### config.mk
export PLATFORM = sky130hd
export DESIGN_NAME = axi4lite_read_master
export DESIGN_NICKNAME = d
export VERILOG_FILES = /design/src/rtl/axi4lite_read_master.sv
export SDC_FILE = /design/constraint.sdc
export NUM_CORES = 1
export LEC_CHECK = 0
export CORE_MARGIN = 3
export CORE_UTILIZATION = 36
export DETAILED_ROUTE_END_ITERATION = 10
export GPL_TIMING_DRIVEN = 0
export PLACE_DENSITY_LB_ADDON = 0.3
export SLEW_MARGIN = 15
export SYNTH_ARGS = -nofsm -noshare
export SYNTH_HDL_FRONTEND = slang
export SYNTH_SLANG_ARGS = --single-unit
### constraint.sdc
create_clock -name clk -period 1.74 [get_ports clk]
set_clock_uncertainty 0.1 [all_clocks]
set_input_delay 0.348 -clock clk [delete_from_list [all_inputs] [get_ports clk]]
set_output_delay 0.348 -clock clk [all_outputs]
set_load 0.01 [all_outputs]
### src/rtl/axi4lite_read_master.sv
// Single-outstanding AXI4-Lite read master: turns one read_en request into an AR/R
// transaction (or a local SLVERR for a misaligned address) and pulses read_done on completion.
module axi4lite_read_master #(
    parameter int         WIDTH_ADDR = 32,
    parameter int         WIDTH_DATA = 32,
    parameter logic [2:0] PROT       = 3'b000
) (
    input  logic                  clk,
    input  logic                  reset,
    input  logic                  read_en,
    input  logic [WIDTH_ADDR-1:0] read_addr_in,
    output logic [WIDTH_DATA-1:0] read_data_out,
    output logic [1:0]            read_response_out,
    output logic                  read_done,
    output logic                  busy,
    output logic [WIDTH_ADDR-1:0] m_araddr,
    output logic                  m_arvalid,
    input  logic                  m_arready,
    output logic [2:0]            m_arprot,
    input  logic [WIDTH_DATA-1:0] m_rdata,
    input  logic [1:0]            m_rresp,
    input  logic                  m_rvalid,
    output logic                  m_rready
);

    localparam int AL = $clog2(WIDTH_DATA / 8);

    typedef enum logic [2:0] {
        IDLE = 3'd0,
        ADDR = 3'd1,
        DATA = 3'd2,
        ERR  = 3'd3,
        DONE = 3'd4
    } state_t;

    state_t                state_r, state_s;
    logic                  arvalid_r, arvalid_s;
    logic                  rready_r, rready_s;
    logic                  done_r, done_s;
    logic                  busy_r, busy_s;
    logic [WIDTH_ADDR-1:0] araddr_r, araddr_s;
    logic [WIDTH_DATA-1:0] rdata_r, rdata_s;
    logic [1:0]            rresp_r, rresp_s;
    logic                  misaligned_s;

    assign misaligned_s = (read_addr_in[AL-1:0] != {AL{1'b0}});

    // Next-state and next-output logic; every output is registered below.
    always_comb begin
        state_s   = state_r;
        arvalid_s = arvalid_r;
        rready_s  = rready_r;
        done_s    = 1'b0;
        busy_s    = busy_r;
        araddr_s  = araddr_r;
        rdata_s   = rdata_r;
        rresp_s   = rresp_r;
        case (state_r)
            IDLE: begin
                if (read_en) begin
                    busy_s = 1'b1;
                    if (misaligned_s) begin
                        state_s = ERR;
                    end else begin
                        state_s   = ADDR;
                        arvalid_s = 1'b1;
                        araddr_s  = read_addr_in;
                    end
                end else begin
                    state_s = IDLE;
                end
            end
            ADDR: begin
                if (m_arready) begin
                    arvalid_s = 1'b0;
                    rready_s  = 1'b1;
                    state_s   = DATA;
                end else begin
                    state_s = ADDR;
                end
            end
            DATA: begin
                if (m_rvalid) begin
                    rdata_s  = m_rdata;
                    rresp_s  = m_rresp;
                    rready_s = 1'b0;
                    done_s   = 1'b1;
                    state_s  = DONE;
                end else begin
                    state_s = DATA;
                end
            end
            ERR: begin
                // Local SLVERR: no AXI traffic, zero data.
                rdata_s = {WIDTH_DATA{1'b0}};
                rresp_s = 2'b10;
                done_s  = 1'b1;
                state_s = DONE;
            end
            DONE: begin
                busy_s  = 1'b0;
                state_s = IDLE;
            end
            default: begin
                state_s   = IDLE;
                arvalid_s = 1'b0;
                rready_s  = 1'b0;
                busy_s    = 1'b0;
            end
        endcase
    end

    // State and output registers with synchronous reset.
    always_ff @(posedge clk) begin
        if (reset) begin
            state_r   <= IDLE;
            arvalid_r <= 1'b0;
            rready_r  <= 1'b0;
            done_r    <= 1'b0;
            busy_r    <= 1'b0;
            araddr_r  <= {WIDTH_ADDR{1'b0}};
            rdata_r   <= {WIDTH_DATA{1'b0}};
            rresp_r   <= 2'b00;
        end else begin
            state_r   <= state_s;
            arvalid_r <= arvalid_s;
            rready_r  <= rready_s;
            done_r    <= done_s;
            busy_r    <= busy_s;
            araddr_r  <= araddr_s;
            rdata_r   <= rdata_s;
            rresp_r   <= rresp_s;
        end
    end

    assign m_arvalid         = arvalid_r;
    assign m_rready          = rready_r;
    assign m_araddr          = araddr_r;
    assign m_arprot          = PROT;
    assign read_done         = done_r;
    assign busy              = busy_r;
    assign read_data_out     = rdata_r;
    assign read_response_out = rresp_r;

endmodule

==> results.sh <==
export IMPL_status="finished with violations"
export IMPL_violations="setup timing"
export IMPL_ios=144
export IMPL_cts_buffers=9
export IMPL_fin_nets=557
export IMPL_critPathLaunchType="flip-flop"
export IMPL_hold_ws_ns=0.312
export IMPL_routedWlPerCell_um=13.9
export IMPL_yosysMostFrequentCell="nand2_1"
export IMPL_grt_use_total=0.191
export IMPL_synth_adder_area_share=0
export IMPL_io_buffers=139
export IMPL_ir_drop_v=0.000513
export IMPL_rows=31
export IMPL_rsz0062_at_grt="yes"
export IMPL_die_w_um=94.2
export IMPL_dp_cells=563
export IMPL_p_leak_nw=1.84
export IMPL_synth_area_leader_cell="dfxtp_1"
export IMPL_post_dp_hpwl_mm=5.89
export IMPL_synth_seq_cells=73
export IMPL_synth_edf_count=0
export IMPL_routed_via_density=4.71
export IMPL_synth_seq_area_share=0.522
export IMPL_final_setup_viol_count=3
export IMPL_drv_slew=0
export IMPL_clock_sinks=73
export IMPL_ys_types=29
export IMPL_max_cap_violations=0
export IMPL_clk_pin_slew_ns=0.08
export IMPL_synth_xor_area_frac=0
export IMPL_clk_root_buffer_cell="clkbuf_8"
export IMPL_crit_family="simple AND/OR/NAND/NOR gates"
export IMPL_critical_path_max_stage_delay_ns=0.55
export IMPL_drc=0
export IMPL_path_class="flip-flop to flip-flop"
export IMPL_syn_to_final_growth_pct=69.1
export IMPL_grt_max_degree=12
export IMPL_synth_simple_area_share=0.170
export IMPL_fin_ws_ns=-0.0410
export IMPL_arrival_ns=1.96
export IMPL_synthArstFlopShare=0
export IMPL_hp_class="primary input to flip-flop"
export IMPL_ant_nets=0
export IMPL_synth_top_family_by_area="simple AND/OR/NAND/NOR gates"
export IMPL_wl_mm=8.17
export IMPL_grt_ovfl_total=0
export IMPL_syn_cell_area_um2=2800
export IMPL_synth_area_mux_share=0.111
export IMPL_finalHoldViolCount=0
export IMPL_via_count=2778
export IMPL_cts_tree="yes"
export IMPL_cp_slowest_cell="or4b_4"
export IMPL_fp_coreArea_um2=7410
export IMPL_grt_pass1_wl_mm=13.2
export IMPL_place_congestion=0.729
export IMPL_synth_common_cells="nand2_1 (96), dfxtp_1 (73), a21oi_1 (34), o21ai_0 (33), mux2i_1 (31)"
export IMPL_die_area_um2=8880
export IMPL_final_period_utilization=1.02
export IMPL_critical_path_cell_chain="or4b_4, nor3_4, buf_6, buf_12, buf_16, mux2i_1"
export IMPL_cp_required_ns=1.91
export IMPL_period_minus_slack_ns=1.78
export IMPL_ctsHtreeMaxLevel=3
export IMPL_synth_top_cell_area_share=0.522
export IMPL_antenna_found_initial=0
export IMPL_worstMarginPinSlew_ns=0.541
export IMPL_synth_area_leaders="dfxtp_1 (52%), nand2_1 (13%), mux2i_1 (11%)"
export IMPL_first_pass_iters=4
export IMPL_initialDrtViolationCount=69
export IMPL_syn_inst=323
export IMPL_drive_gt1_frac=0.104
export IMPL_initial_utilization=0.378
export IMPL_power_density_nw_per_um2=787
export IMPL_crit_buf_inv=3
export IMPL_relSlewSlack=0.639
export IMPL_cp_end_kind="flip-flop"
export IMPL_fin_cells=590
export IMPL_die_y_um=94.2
export IMPL_first_global_vias=2870
export IMPL_insertion_delay_ns=0.35
export IMPL_synth_ff_type="dfxtp_1"
export IMPL_cts_hold_fix_buffers=0
export IMPL_diodes=0
export IMPL_critical_path_max_fanout=5
export IMPL_syn_avg_cell_area_um2=8.67
export IMPL_synth_compound_area_frac=0.141
export IMPL_maxClockFrequency_mhz=561
export IMPL_yosys_warnings=0
export IMPL_clockBufferDepth=2
-- flip-flops by register name, summed over array words and instances (netlist names) --
register and cells:
m_araddr 32, read_data_out 32, state_r 3, read_response_out 2
busy 1, m_arvalid 1, m_rready 1, read_done 1
-- power by group --
group / internal (W) / switching, W / total [W]
clock network: 0.000699 / 0.000609 / 0.00131
logic: 0.000373 / 0.000271 / 0.000643
registers: 0.00174 / 0.0000379 / 0.00178
total: 0.00281 / 0.000918 / 0.00373
-- cell type report --
cell class	count	area, um^2
multi-input cells	220	1200
plain buffers	27	169
well taps	99	124
repair buffers	152	1570
flip-flops and latches	73	1470
clock inverters	3	40.0
clock buffers	13	149
fillers	666	2670
inverters	3	11.3
-- stage by stage --
step | setup WS (ns) | instance area [um^2] | TNS [ns] | power (W) | utilization
floorplan | -0.0151 | 2820 | -0.353 | 0.00207 | -
global placement | -0.540 | 4330 | -27.40 | 0.00240 | 0.585
detailed placement | -0.602 | 4330 | -29.23 | 0.00241 | 0.585
CTS | -0.111 | 4700 | -1.34 | 0.00377 | 0.634
global route | -0.128 | 4740 | -0.932 | 0.00391 | 0.640
finish | -0.0410 | 4740 | -0.108 | 0.00373 | 0.640
-- cell families after synthesis --
kind of cell | Yosys count
simple gates | 112
compound gates | 74
flops | 73
buf+inv | 32
mux | 31
other cells | 1
-- metal layers --
metal  vias up  global-route usage  part of all wire
met5         -                   0                 0
met4         0              0.0722             0.014
li1       1402                   -                 -
met3         9              0.0561             0.066
met2        82               0.329              0.50
met1      1285               0.223              0.41
-- layout by cell type, fill, tap and decap left out, types with 2 or more instances in the layout --
cell type / netlist / routed
a21oi_1: 34 / 34
buf_12: 0 / 3
buf_4: 3 / 9
buf_6: 3 / 4
clkbuf_1: 22 / 14
clkbuf_2: 0 / 10
clkbuf_8: 0 / 10
clkdlybuf4s50_1: 0 / 131
clkinv_2: 0 / 2
conb_1: 1 / 3
dfxtp_1: 73 / 70
dfxtp_4: 0 / 2
dlymetal6s2s_1: 0 / 7
inv_1: 2 / 2
mux2i_1: 31 / 31
nand2_1: 96 / 96
nand2b_1: 3 / 3
nor3_1: 2 / 2
nor3b_2: 0 / 2
o21ai_0: 33 / 33
o21bai_1: 2 / 2
-- timing repair --
action,4_1_cts,5_1_grt
endpoints found under the setup margin,62,72
buffers inserted,9,2
resized for setup,20,22
pin swaps,5,2
gates cloned,2,1
-- path summary, 6_finish.rpt --
check	slack, ns	cells after the start	startpoint	endpoint
max	-0.04	6	state_r[2]	m_araddr[24]
min	0.31	2	reset	state_r[1]
max reg2reg	-0.04	6	state_r[2]	m_araddr[24]
min reg2reg	0.36	2	m_araddr[7]	m_araddr[7]
Note: power is estimated with default switching activity, not from simulation.
